**src/rtl/pipe_ctrl_pkg.sv**
```systemverilog
// Shared types for the pipeline stall/flush sequencer.
// Latency: n/a (types and constants only).
// Backpressure: n/a.
package pipe_ctrl_pkg;

  // RUN: normal flow; REDIR_PEND: corrected target parked in the datapath holding register
  typedef enum logic [0:0] {
    RUN        = 1'b0,
    REDIR_PEND = 1'b1
  } pipe_ctrl_state_t;

  // redirect_src encodings for the PC mux
  localparam logic REDIR_SRC_DEC  = 1'b0;
  localparam logic REDIR_SRC_HOLD = 1'b1;

  // Bits needed to hold a count of 0..max
  function automatic int wait_cnt_width(input int max);
    return (max < 1) ? 1 : $clog2(max + 1);
  endfunction

endpackage

```
**src/rtl/pipeline_ctrl_sat_counter.sv**
```systemverilog
// Saturating up-counter with synchronous clear (clear wins over increment).
// Latency: count updates on the rising edge after inc_i/clr_i.
// Backpressure: none; holds at MAX until cleared or reset.
module sat_counter #(
  parameter int             W   = 8,
  parameter logic [W-1:0]   MAX = '1
) (
  input  logic         clk,
  input  logic         rst_n,
  input  logic         clr_i,
  input  logic         inc_i,
  output logic [W-1:0] cnt_o
);

  logic [W-1:0] cnt_q;
  logic [W-1:0] cnt_d;

  // next count: clear, increment below the ceiling, or hold
  always_comb begin
    cnt_d = cnt_q;
    if (clr_i) begin
      cnt_d = '0;
    end else if (inc_i && (cnt_q != MAX)) begin
      cnt_d = cnt_q + 1'b1;
    end
  end

  // count register
  always_ff @(posedge clk or negedge rst_n) begin
    if (!rst_n) begin
      cnt_q <= '0;
    end else begin
      cnt_q <= cnt_d;
    end
  end

  assign cnt_o = cnt_q;

endmodule

```
**src/rtl/pipeline_ctrl.sv**
```systemverilog
// Stall/flush/redirect sequencer for the 5-stage pipeline; optional perf counters under PIPE_CTRL_PERF_EN.
// Latency: all controls combinational from state and inputs; state/counters/timeout update on clk rise.
// Backpressure: dmem_busy freezes everything; a mispredict seen while imem_busy is parked until fetch is ready.
module pipeline_ctrl
  import pipe_ctrl_pkg::*;
#(
  parameter int MAX_WAIT = 64,
  parameter int CNT_W    = 32
) (
  input  logic             clk,
  input  logic             reset_n,
  input  logic             hazard_stall,
  input  logic             mispredict_d,
  input  logic             imem_busy,
  input  logic             dmem_busy,
  output logic             en_f,
  output logic             en_d,
  output logic             en_x,
  output logic             en_m,
  output logic             en_w,
  output logic             flush_d,
  output logic             flush_x,
  output logic             redirect,
  output logic             redirect_src,
  output logic             tgt_load,
  output logic             wait_timeout,
  output logic [CNT_W-1:0] stall_cycles,
  output logic [CNT_W-1:0] flush_count
);

  localparam int WAIT_W = wait_cnt_width(MAX_WAIT);

  pipe_ctrl_state_t state_q, state_d;
  logic             timeout_q, timeout_d;
  logic [WAIT_W-1:0] wait_cnt;
  logic             wait_hit;

  // ungated control values; forced to 0 below while reset is asserted
  logic en_f_c, en_d_c, en_x_c, en_m_c, en_w_c;
  logic flush_d_c, flush_x_c, redirect_c, redirect_src_c, tgt_load_c;

  // state register; reset drops any parked redirect
  always_ff @(posedge clk or negedge reset_n) begin
    if (!reset_n) begin
      state_q <= RUN;
    end else begin
      state_q <= state_d;
    end
  end

  // next state: dmem freeze holds; hazard in RUN blocks the mispredict from being taken
  always_comb begin
    state_d = state_q;
    if (!dmem_busy) begin
      case (state_q)
        RUN:        if (!hazard_stall && imem_busy && mispredict_d) state_d = REDIR_PEND;
        REDIR_PEND: if (!imem_busy) state_d = RUN;
        default:    state_d = RUN;
      endcase
    end
  end

  // control outputs, priority dmem_busy > hazard_stall > imem_busy > mispredict_d
  always_comb begin
    en_f_c         = 1'b1;
    en_d_c         = 1'b1;
    en_x_c         = 1'b1;
    en_m_c         = 1'b1;
    en_w_c         = 1'b1;
    flush_d_c      = 1'b0;
    flush_x_c      = 1'b0;
    redirect_c     = 1'b0;
    redirect_src_c = REDIR_SRC_DEC;
    tgt_load_c     = 1'b0;
    if (dmem_busy) begin
      // the branch stays in D and re-presents once memory completes
      en_f_c = 1'b0;
      en_d_c = 1'b0;
      en_x_c = 1'b0;
      en_m_c = 1'b0;
      en_w_c = 1'b0;
    end else begin
      case (state_q)
        RUN: begin
          if (hazard_stall) begin
            // branch operands are not valid under a stall, so mispredict is not trusted
            en_f_c    = 1'b0;
            en_d_c    = 1'b0;
            flush_x_c = 1'b1;
          end else if (imem_busy) begin
            en_f_c     = 1'b0;
            flush_d_c  = 1'b1;
            tgt_load_c = mispredict_d;
          end else if (mispredict_d) begin
            redirect_c     = 1'b1;
            redirect_src_c = REDIR_SRC_DEC;
            flush_d_c      = 1'b1;
          end
        end
        REDIR_PEND: begin
          // D holds only bubbles here, so hazard_stall has nothing to protect
          flush_d_c = 1'b1;
          if (imem_busy) begin
            en_f_c = 1'b0;
          end else begin
            redirect_c     = 1'b1;
            redirect_src_c = REDIR_SRC_HOLD;
          end
        end
        default: ;
      endcase
    end
  end

  assign en_f         = en_f_c         & reset_n;
  assign en_d         = en_d_c         & reset_n;
  assign en_x         = en_x_c         & reset_n;
  assign en_m         = en_m_c         & reset_n;
  assign en_w         = en_w_c         & reset_n;
  assign flush_d      = flush_d_c      & reset_n;
  assign flush_x      = flush_x_c      & reset_n;
  assign redirect     = redirect_c     & reset_n;
  assign redirect_src = redirect_src_c & reset_n;
  assign tgt_load     = tgt_load_c     & reset_n;

  // consecutive dmem_busy cycles, saturating at MAX_WAIT
  sat_counter #(
    .W   (WAIT_W),
    .MAX (WAIT_W'(MAX_WAIT))
  ) u_wait_cnt (
    .clk   (clk),
    .rst_n (reset_n),
    .clr_i (!dmem_busy),
    .inc_i (dmem_busy),
    .cnt_o (wait_cnt)
  );

  // this busy cycle is the MAX_WAIT-th in a row (or later)
  assign wait_hit  = dmem_busy && (wait_cnt >= WAIT_W'(MAX_WAIT - 1));
  assign timeout_d = timeout_q | wait_hit;

  // sticky timeout flag, cleared only by reset
  always_ff @(posedge clk or negedge reset_n) begin
    if (!reset_n) begin
      timeout_q <= 1'b0;
    end else begin
      timeout_q <= timeout_d;
    end
  end

  assign wait_timeout = timeout_q;

`ifdef PIPE_CTRL_PERF_EN
  // cycles where fetch did not advance
  sat_counter #(.W(CNT_W)) u_stall_cnt (
    .clk   (clk),
    .rst_n (reset_n),
    .clr_i (1'b0),
    .inc_i (!en_f),
    .cnt_o (stall_cycles)
  );

  // cycles where the PC was redirected
  sat_counter #(.W(CNT_W)) u_flush_cnt (
    .clk   (clk),
    .rst_n (reset_n),
    .clr_i (1'b0),
    .inc_i (redirect),
    .cnt_o (flush_count)
  );
`else
  assign stall_cycles = '0;
  assign flush_count  = '0;
`endif

endmodule

```
**config.mk**
```make
export PLATFORM = sky130hd
export DESIGN_NAME = pipeline_ctrl
export DESIGN_NICKNAME = d
export VERILOG_FILES = /design/src/rtl/pipe_ctrl_pkg.sv /design/src/rtl/pipeline_ctrl_sat_counter.sv /design/src/rtl/pipeline_ctrl.sv
export SDC_FILE = /design/constraint.sdc
export NUM_CORES = 1
export LEC_CHECK = 0
export BUFFER_PORTS_ARGS = -buffer_cell sky130_fd_sc_hd__buf_2
export CELL_PAD_IN_SITES_DETAIL_PLACEMENT = 1
export CELL_PAD_IN_SITES_GLOBAL_PLACEMENT = 2
export CORE_AREA = 10 10 94 79
export CTS_CLUSTER_DIAMETER = 150
export CTS_CLUSTER_SIZE = 12
export DETAILED_ROUTE_END_ITERATION = 6
export DIE_AREA = 0 0 104 89
export GPL_ROUTABILITY_DRIVEN = 0
export PLACE_DENSITY_LB_ADDON = 0.1
export RECOVER_POWER = 100
export SLEW_MARGIN = 40
export SYNTH_ARGS = -nofsm -noshare
export SYNTH_HDL_FRONTEND = slang
export SYNTH_SLANG_ARGS = --single-unit
```
**constraint.sdc**
```tcl
create_clock -name clk -period 1.5 [get_ports clk]
set_input_delay 0.45 -clock clk [delete_from_list [all_inputs] [get_ports clk]]
set_output_delay 0.45 -clock clk [all_outputs]
set_load 0.005 [all_outputs]
```
; Yosys cells after proc, flatten, opt, wreduce, memory -nomap -nowiden
; Index checks and enable logic that the tools add are counted.
; Widths: inputs -> output; s select.
[totals]
ff_bits = 9
latchBits = 0
ramBits = 0
rom_bits = 0
out_inout_bits = 75
elab_cells = 53
n_memories = 0
[op_classes]
add_sub_neg = 1
mul = 0
div_mod_pow = 0
magnitude_cmp = 1
n_eq_ne = 2
shift = 0
muxes = 31
n_bitwise = 10
reduce_logical = 5
[op_table]
columns = op, count
row1 = $mux 1, 24
row2 = $mux 7, 2
row3 = $pmux 1 s2, 5
row4 = $and 1x1->1, 8
row5 = $add 7x1->7 const B, 1
row6 = $ge 7x6->1 const B, 1
row7 = $ne 7x7->1 const B, 1
row8 = $logic_and 1x1->1, 4
row9 = $ne 2x1->1 const B, 1
row10 = $logic_not 1->1, 1
row11 = $not 1->1, 1
row12 = $or 1x1->1, 1

; Logic depth before layout (Yosys ltp)
; Gate-level depths: netlist of the first run.
[logic_depth]
ltp_word = 6
depth_mapped = 4
mapped_depth_nobuf = 4

; Cells and area by module
; Synthesis of the first run repeated with hierarchy kept, for this count alone.
[hier_totals]
hier_cells = 135
area_unflattened_um2 = 1138.6
[modules_own_cells]
columns = mod, instances, cells_per_inst, area_each_um2, seq_area_each_um2
row1 = pipeline_ctrl, 1, 90, 705.7, 50.0
row2 = sat_counter, 1, 45, 432.9, 175.2

; Least setup slack after synthesis of the first run
; No wires, ideal clock.
[synth_timing]
path_kind = input to output
start = input port dmem_busy
end = output port tgt_load
t_arrival_ns = 1.069
t_required_ns = 1.050
slack_ns = -0.019
path_stages = 3
cell_sequence = nand2b_1 clkbuf_1 nor4b_1
[synth_between]
elab_chain_cells = 2
[synth_rtl]
columns = element, line
row1 = start: declaration, pipeline_ctrl.sv:15  ; input logic dmem_busy,
row2 = $mux 1, pipeline_ctrl.sv:75  ; if (dmem_busy) begin
row3 = $and 1x1->1, pipeline_ctrl.sv:124  ; assign tgt_load = tgt_load_c & reset_n;
row4 = end: declaration, pipeline_ctrl.sv:25  ; output logic tgt_load,
; No other way between the ends.

; Worst setup path after layout of the first run
[layout_timing]
start = input port hazard_stall
end = output port tgt_load
[layout_between]
elab_chain_cells = 4
[layout_rtl]
columns = element, line
row1 = start: declaration, pipeline_ctrl.sv:12  ; input logic hazard_stall,
row2 = $mux 1, pipeline_ctrl.sv:85  ; if (hazard_stall) begin
row3 = $mux 1, pipeline_ctrl.sv:83  ; case (state_q)
row4 = $mux 1, pipeline_ctrl.sv:75
row5 = $and 1x1->1, pipeline_ctrl.sv:124
; No other way between the ends.

==> impl_metrics.tcl, run 1 <==
set metrics [dict create \
    die_w_um 104 \
    violations "negative setup slack" \
    avgSynthCellArea_um2 8.074 \
    cp_data_arrival_time_ps 1110 \
    dr.pass1.iters 3 \
    diodes 0 \
    ys_seq_area_frac 0.2179 \
    cellPowerDensity_nw_per_um2 655.8 \
    start_util 0.1815 \
    tightest_slew_ps 538.2 \
    area_growth_syn_to_layout_pct 5.448 \
    cpLargestDelayFamily "simple AND/OR/NAND/NOR gates" \
    ys_ff_latch 9 \
    clockRootBuffer "clkbuf_8" \
    grt_overflow 0 \
    nNetsFinal 157 \
    yosys_warnings 0 \
    cts_buffers 3 \
    max_freq_ghz 0.6409 \
    vdd_ir_drop_max_mv 0.1783 \
    yosys.area.top_type "buf_4" \
    crit_type "in -> out" \
    totalWireLength_um 2509 \
    antenna_found_initial 0 \
    required_ps 1050 \
    min_period_over_period 1.040 \
    startpoint_type "primary input" \
    synthCells 128 \
    htreeDepth 1 \
    critPathMaxFanout 3 \
    clock_skew_ps 1.519 \
    postRouteAntennaNets 0 \
    grt_setup_unrepaired "yes" \
    coreArea_um2 5693 \
    cts_tree "yes" \
    cap_viol_max_count 0 \
    hold_violations 0 \
    ff_latch_area_um2 226.5 \
    multi_input_area_um2 566.8 \
    fin_util 0.1914 \
    grt_pass1_wl_um 3546 \
    cpMaxStageDelayCell "nor4b_4" \
    fin_ws_ps -60.27 \
    die_h_um 89 \
    wl_per_cell_um 10.96 \
    design_area_um2 1090 \
    period_minus_slack_ps 1560 \
    ios 81 \
    grt_start_max_net_pins 13 \
    cp-end-kind "output pin" \
    maxSlewViolCount 0 \
    grt_pass1_vias 707 \
    cp_slowest_stage_delay_ps 260 \
    outcome "complete, but fails checks" \
    clock_path_buffers 2 \
    syn_area_um2 1033 \
    hold_path_class "in -> async" \
    drive_above_1_share 0.2095 \
    cts_sinks 9 \
    vias 675 \
    clk_pin_slew_ps 50 \
    synthFlopType "dfrtp_1" \
    rows 25 \
    avgViaCountPerCell 2.948 \
    cp.buffers_inverters 2 \
    fillCellCount 716 \
    synth_cell_types 27 \
    relSlewSlack 0.6412 \
    dieArea_um2 9256 \
    power.total_mw 0.7147 \
    place.port_buffers 16 \
    grt_usage 0.04719 \
    hpwlAfterDp_um 2197 \
    synth_commonest_cells "buf_4, dfrtp_1, inv_1, nand2_1, nor2_1" \
    leakage_nw 0.5905 \
    first_iter_violations 8 \
    synth_top_area_frac 0.4867 \
    synth_area_leaders "buf_4, dfrtp_1, ha_1, inv_1, nand2_1" \
    clk_latency_ps 230 \
    worstPathCellList "buf_6 -> nand2b_4 -> nor4b_4 -> buf_2" \
    synth-async-reset-ratio 1.000 \
    dpl_cell_area_um2 988.4 \
    yosysMostFrequentCell "buf_4" \
    synth_edf_count 0 \
    drc 0 \
    setup_viol 2 \
]
[metal layers]
metal,routed length (µm),share of wire,vias up,global-route usage
li1,-,-,319,-
met1,940,0.37,314,0.04542
met2,1293,0.52,40,0.08621
met3,234,0.093,2,0.01729
met4,40,0.016,0,0.03026
met5,0,0,-,0
[logic make-up (layout without fill, tap and decap cells)]
| kind of cell | count (synthesis) | after routing | share of synthesized area |
|---|---|---|---|
| simple gates | 26 | 26 | 0.1283 |
| compound gates | 11 | 11 | 0.06901 |
| flops | 9 | 9 | 0.2179 |
| mux | 2 | 2 | 0.01937 |
| fa+ha+maj | 2 | 2 | 0.02421 |
| other cells | 1 | 64 | 0.003628 |
| xor+xnor | 3 | 3 | 0.02543 |
| buf+inv | 74 | 31 | 0.5121 |
[through the flow]
stage / setup TNS [ps] / hold slack [ps] / worst slack, ps / cells
2_1_floorplan: 0 / 154.4 / 24.24 / 191
3_3_place_gp: -615.7 / 398.7 / -179.8 / 225
3_5_place_dp: -861.5 / 388.3 / -186.3 / 225
4_1_cts: -41.12 / 174.0 / -41.12 / 229
5_1_grt: -307.8 / 428.5 / -112.3 / 229
6_report: -74.39 / 358.7 / -60.27 / 229
[cell usage in the layout (no fill, tap or decap), types with 3 or more instances in the layout]
| master | count |
|---|---|
| nor2_1 | 4 |
| dfrtp_1 | 8 |
| nand3_1 | 3 |
| inv_1 | 5 |
| buf_4 | 4 |
| clkbuf_1 | 3 |
| o21ai_0 | 3 |
| clkbuf_8 | 3 |
| nand2_1 | 6 |
| buf_2 | 12 |
| conb_1 | 64 |
[path summary, 6_finish.rpt]
check / startpoint / end / slack (ps) / depth (start not counted)
max: hazard_stall / tgt_load / -60 / 4
min: reset_n / wait_timeout / 360 / 2
max reg2reg: u_wait_cnt.cnt_o[3] / u_wait_cnt.cnt_o[1] / 220 / 3
min reg2reg: wait_timeout / wait_timeout / 450 / 1
max in group asynchronous: reset_n / state_q / 760 / 2
min in group clk: wait_timeout / wait_timeout / 450 / 1
[power breakdown]
group          total [mW]  internal [mW]  switching [mW]
Sequential          0.270          0.257          0.0134
Combinational       0.164         0.0551           0.109
Clock               0.280          0.185          0.0952
[repair_timing]
item                                    in CTS  in global routing
gates resized for setup                      7                  6
pin swaps                                    2                  3
endpoints found under the hold margin        0                  0
hold buffers                                 0                  0
endpoints found under the setup margin      10                  8
setup buffers                                0                  0
[area by class of cell]
cell class	count	area share
clock buffer	4	0.04133
inverter	6	0.02067
multi-input combinational	108	0.5201
sequential	9	0.2078
tap	81	0.09300
timing repair buffer	21	0.1171
[worst reg2reg max path, stage by stage, from the launching register on]
cell and delay [ps]:
dfrtp_1 430, nor4_2 300, and3_1 280, mux2i_1 190
[flip-flops by register name (all words and copies together) (netlist names)]
signal            cells
state_q               1
u_wait_cnt.cnt_o      7
wait_timeout          1
(Power assumes the default switching activity.)
==> run 2, diff against run 1 <==
BUFFER_PORTS_ARGS = -buffer_cell sky130_fd_sc_hd__clkbuf_2   (was -buffer_cell sky130_fd_sc_hd__buf_2)
CELL_PAD_IN_SITES_DETAIL_PLACEMENT = 0   (was 1)
CELL_PAD_IN_SITES_GLOBAL_PLACEMENT = 1   (was 2)
CORE_AREA = 10 10 82 70   (was 10 10 94 79)
DIE_AREA = 0 0 92 80   (was 0 0 104 89)
==> run 2 against run 1 <==
Compared with the run above:
- the flow still finishes with violations (negative setup slack)
- core utilization up 5.9 points
- clock-buffer cell count unchanged
- worst setup slack better by 23 ps
- critical path depth shrank 2
- critical endpoint unchanged
- largest power group unchanged
==> impl_metrics.tcl, run 2 (synthesis results as in run 1) <==
set metrics [dict create \
    clock_skew_ps 3.072 \
    grt_start_max_net_pins 13 \
    startpoint_type "flop" \
    ios 81 \
    violations "negative setup slack" \
    largest_reg_flops 7 \
    antenna_found_initial 0 \
    final_common_cell "conb_1" \
    cap_viol_max_count 0 \
    die_h_um 80 \
    dieArea_um2 7360 \
    pwr-share-comb 0.214 \
    htreeDepth 1 \
    drc 0 \
    grt_overflow 0 \
    fin_hold_ws_ps 318.7 \
    clockRootBuffer "clkbuf_8" \
    clk_latency_ps 230 \
    worstPathCellList "nor4b_4 -> buf_2" \
    tightest_slew_ps 521.2 \
    hpwlAfterDp_um 1957 \
    cp_data_arrival_time_ps 1090 \
    cellPowerDensity_nw_per_um2 684.4 \
    coreArea_um2 4099 \
    totalWireLength_um 2273 \
    grt_usage 0.05625 \
    hold_path_class "in -> async" \
    power_frac_seq 0.388 \
    area_growth_syn_to_layout_pct -0.4839 \
    p_int_mw 0.4899 \
    grt_pass1_wl_um 3477 \
    cts_buffers 3 \
    cts_sinks 9 \
    period_minus_slack_ps 1537 \
    cp-end-kind "output pin" \
    required_ps 1050 \
    grt_pass1_vias 783 \
    grt_setup_unrepaired "yes" \
    sw_frac_of_total 0.3040 \
    cpMaxStageDelayCell "dfrtp_2" \
    switching_power_mw 0.2140 \
    hold_violations 0 \
    clk_pin_slew_ps 50 \
    relSlewSlack 0.6525 \
    clock_power_share 0.398 \
    vias 673 \
    cp.buffers_inverters 1 \
    avgViaCountPerCell 3.299 \
    wl_per_cell_um 11.14 \
    dp_slack_ps -175.5 \
    rows 21 \
    min_period_over_period 1.025 \
    leakage_nw 0.5658 \
    layout_common_cells "conb_1, dfrtp_1, nand2_1, clkbuf_1, clkbuf_2" \
    vdd_ir_drop_max_mv 0.2058 \
    diodes 0 \
    crit_type "reg -> out" \
    cts_tree "yes" \
    max_freq_ghz 0.6506 \
    place.port_buffers 16 \
    first_iter_violations 17 \
    cp_slowest_stage_delay_ps 450 \
    maxSlewViolCount 0 \
    critPathMaxFanout 5 \
    fillCellCount 464 \
    post_cts_buffers 0 \
    cpLargestDelayFamily "flip-flops" \
    fin_ws_ps -37.09 \
    outcome "complete, but fails checks" \
    clock_path_buffers 2 \
    postRouteAntennaNets 0 \
    start_util 0.2521 \
    nNetsFinal 156 \
    drive_above_1_share 0.1701 \
    dr.pass1.iters 4 \
    die_w_um 92 \
    setup_viol 2 \
    hold_buffers 0 \
]
-- run 2: changes by cell type in the layout (fill, tap and decap cells not counted), sizes merged --
cell	change
buf	-9
clkbuf	+8
-- run 2: path summary, 6_finish.rpt --
check	slack, ps	start	depth (start not counted)	to
min in group clk	450	wait_timeout	1	wait_timeout
hold / removal	320	reset_n	2	u_wait_cnt.cnt_o[4]
max in group asynchronous	800	reset_n	2	state_q
hold reg to reg	450	wait_timeout	1	wait_timeout
setup reg to reg	110	u_wait_cnt.cnt_o[0]	4	u_wait_cnt.cnt_o[6]
setup / recovery	-40	state_q	2	tgt_load
-- run 2: final cells by class --
class	instances	area (µm²)	area share
Timing Repair Buffer	20	107.6	0.1046
Clock buffer	4	45.04	0.04380
Inverter	6	22.52	0.02190
Multi-Input combinational cell	108	555.5	0.5401
Sequential cell	9	226.5	0.2202
Tap cell	57	71.32	0.06934
-- run 2: per-stage QoR --
step	TNS, ps	power [mW]	utilization	instances	area, µm²
3_5_place_dp	-622.9	0.4084	0.2320	200	950.9
3_3_place_gp	-523.8	0.4096	0.2320	200	950.9
2_1_floorplan	0	0.4809	-	191	1276
4_1_cts	-131.9	0.7007	0.2479	204	1016
6_report	-42.67	0.7039	0.2509	204	1028
5_1_grt	-155.1	0.7558	0.2509	204	1028
-- run 2: metal layers --
layer  share of wire  global-route usage  wire length [µm]  vias up
li1                -                   -                 -      315
met1            0.40             0.05804               916      310
met2            0.49             0.09366              1108       46
met3           0.092             0.02538               210        2
met4           0.017             0.03231                38        0
met5               0                   0                 0        -
-- run 2: power by group through the flow --
| stage | clock network, mW | logic [mW] | registers, mW |
|---|---|---|---|
| 4_1_cts | 0.290 | 0.140 | 0.270 |
| 5_1_grt | 0.304 | 0.177 | 0.275 |
| 2_1_floorplan | 0 | 0.207 | 0.273 |
| 6_report | 0.280 | 0.150 | 0.273 |
| 3_5_place_dp | 0 | 0.134 | 0.274 |
| 3_3_place_gp | 0 | 0.135 | 0.274 |
-- run 2: worst register-to-register path: stages, from the launching register on --
cell	delay, ps
dfrtp_1	440
ha_1	280
inv_1	70
or3_1	360
a21boi_1	160
-- run 2: what timing repair did --
item / in CTS / in global routing
setup endpoints to repair: 7 / 6
cloned: 0 / 0
pin swaps: 1 / 1
resized for setup: 4 / 10
==> run 3, diff against run 2 <==
ABC_AREA = 1   (was unset)
CORE_AREA = 10 10 83 71   (was 10 10 82 70)
DIE_AREA = 0 0 93 81   (was 0 0 92 80)
==> run 3 against run 2 <==
Compared with the run above:
- the run still ends with negative setup slack left
- clock skew rose by 0.79 ps
- cell area rose by 5.7%
- synthesized area fell by 1.2%
- combinational power rose by 3%
- global-route usage fell by 0.066 points
- clock power barely moved
- register-to-register slack improved by 190 ps
- synthesized cell count rose by 7.0%
- sequential share of layout area fell by 1.2 points
- non-clock buffer count rose by 5
- first-iteration DRC count fell by 35%
- fmax rose by 0.83%
==> impl_metrics.tcl, run 3 <==
set metrics [dict create \
    outcome "complete, but fails checks" \
    violations "negative setup slack" \
    synth_commonest_cells "buf_4, nor2_1, nand2_1, dfrtp_1, inv_1" \
    cp-end-kind "output pin" \
    yosys.area.top_type "buf_4" \
    yosysMostFrequentCell "buf_4" \
    dpl_cell_area_um2 969.7 \
    grt_pass1_wl_um 3519 \
    leakage_nw 0.6094 \
    diodes 0 \
    synthFlopType "dfrtp_1" \
    setup_viol 2 \
    grt_usage 0.05559 \
    tightest_slew_ps 555.3 \
    area_growth_syn_to_layout_pct 6.495 \
    syn_area_um2 1021 \
    ys_seq_area_frac 0.2206 \
    ys_ff_latch 9 \
    cp_data_arrival_time_ps 1070 \
    dr.pass1.iters 4 \
    hpwlAfterDp_um 2008 \
    grt_pass1_vias 782 \
    clk_latency_ps 230 \
    synthCells 137 \
    layout_common_cells "conb_1, nor2_1, nand2_1" \
    grt_setup_unrepaired "yes" \
    max_freq_ghz 0.6560 \
    vdd_ir_drop_max_mv 0.3378 \
    cts_buffers 3 \
    die_w_um 93 \
    fin_util 0.2500 \
    synth_mux_area_frac 0 \
    dieArea_um2 7533 \
    drc 0 \
    synth_edf_count 0 \
    die_h_um 81 \
    cap_viol_max_count 0 \
    relSlewSlack 0.6298 \
    synth_top_area_frac 0.4853 \
    avgViaCountPerCell 3.193 \
    antenna_found_initial 0 \
    hold_path_class "in -> async" \
    required_ps 1050 \
    synth_top_family_by_area "buffers and inverters" \
    period_minus_slack_ps 1524 \
    hold_violations 0 \
    cts_tree "yes" \
    min_period_over_period 1.016 \
    ios 81 \
    maxSlewViolCount 0 \
    vias 712 \
    clockRootBuffer "clkbuf_8" \
    place.port_buffers 16 \
    wl_per_cell_um 10.54 \
    synthXorXnorAreaFrac 0.01716 \
    synth-simple-area-share 0.1569 \
    postRouteAntennaNets 0 \
    clock_path_buffers 2 \
    cts_sinks 9 \
    clk_pin_slew_ps 50 \
    htreeDepth 1 \
    cellPowerDensity_nw_per_um2 650.5 \
    synth_area_leaders "buf_4, dfrtp_1, nor2_1, nand2_1, inv_1" \
    nNetsFinal 172 \
    final_common_cell "conb_1" \
    start_util 0.2348 \
    synth_cell_types 18 \
    rows 22 \
    design_area_um2 1087 \
    fin_ws_ps -24.41 \
    power.total_mw 0.7073 \
    clock_skew_ps 3.865 \
    dp_slack_ps -91.72 \
    synth-compound-area-share 0.05515 \
    grt_start_max_net_pins 10 \
    first_iter_violations 11 \
    startpoint_type "flop" \
    crit_type "reg -> out" \
    grt_overflow 0 \
    yosys.area_share.adder 0.02451 \
    avgSynthCellArea_um2 7.452 \
    yosys_warnings 0 \
    synth-async-reset-ratio 1.000 \
    critPathMaxFanout 4 \
    largest_reg_flops 7 \
    drive_above_1_share 0.2209 \
    coreArea_um2 4349 \
    totalWireLength_um 2351 \
]
[run 3: changes by cell type after synthesis, sizes merged, moves of 4 or more]
cell | previous run | this run
inv | 6 | 10
nand3 | 3 | 7
nand2 | 6 | 13
nor2 | 4 | 16
[run 3: logic make-up after synthesis]
family	after synthesis
buffers and inverters	76
AND/OR/NAND/NOR	38
AO/OA/AOI/OAI	9
flip-flops	9
XOR/XNOR	2
adder cells (fa/ha/maj)	2
other	1
[run 3: timing repair]
action	CTS	global route
hold buffers	0	0
gates resized for setup	9	16
pin swaps	2	5
buffers inserted	1	2
endpoints found under the setup margin	7	10
[run 3: stage by stage]
stage               cells  hold WS [ps]  TNS [ps]
global placement      217         396.4    -299.7
detailed placement    217         389.1    -359.8
floorplan             200         154.4         0
global route          223         297.2    -222.0
CTS                   222         155.8    -66.43
finish                223         259.9    -38.76
[run 3: final cells by class]
type                            count  area, µm²
Timing Repair Buffer               25      157.7
Sequential cell                     9      226.5
Inverter                           10      42.54
Multi-Input combinational cell    115      540.5
Fill cell                         495       3262
Tap cell                           60      75.07
Clock buffer                        4      45.04
[run 3: final timing paths]
check,startpoint,end,slack [ps],depth (start not counted)
worst max-delay path,state_q,tgt_load,-20,2
worst min-delay path,reset_n,u_wait_cnt.cnt_o[0],260,2
worst max register to register,u_wait_cnt.cnt_o[0],u_wait_cnt.cnt_o[0],300,8
worst min register to register,wait_timeout,wait_timeout,470,2
max in group asynchronous,reset_n,state_q,840,2
min in group clk,wait_timeout,wait_timeout,470,2
[run 3: report_power, final]
group | internal [mW] | total, mW | switching, mW
Combinational | 0.0503 | 0.155 | 0.105
Sequential | 0.257 | 0.273 | 0.0158
Clock | 0.185 | 0.279 | 0.0943
[run 3: critical path, stage by stage, from the launching register on]
cell     delay [ps]
dfrtp_2         440
nor4_4          260
buf_2           150
[run 3: layer usage]
metal  global-route usage  part of all wire  up-vias
met1              0.05749              0.36      324
met5                    0                 0        -
met3              0.02581             0.089        2
met2              0.09860              0.54       41
li1                     -                 -      345
met4              0.01846             0.013        0
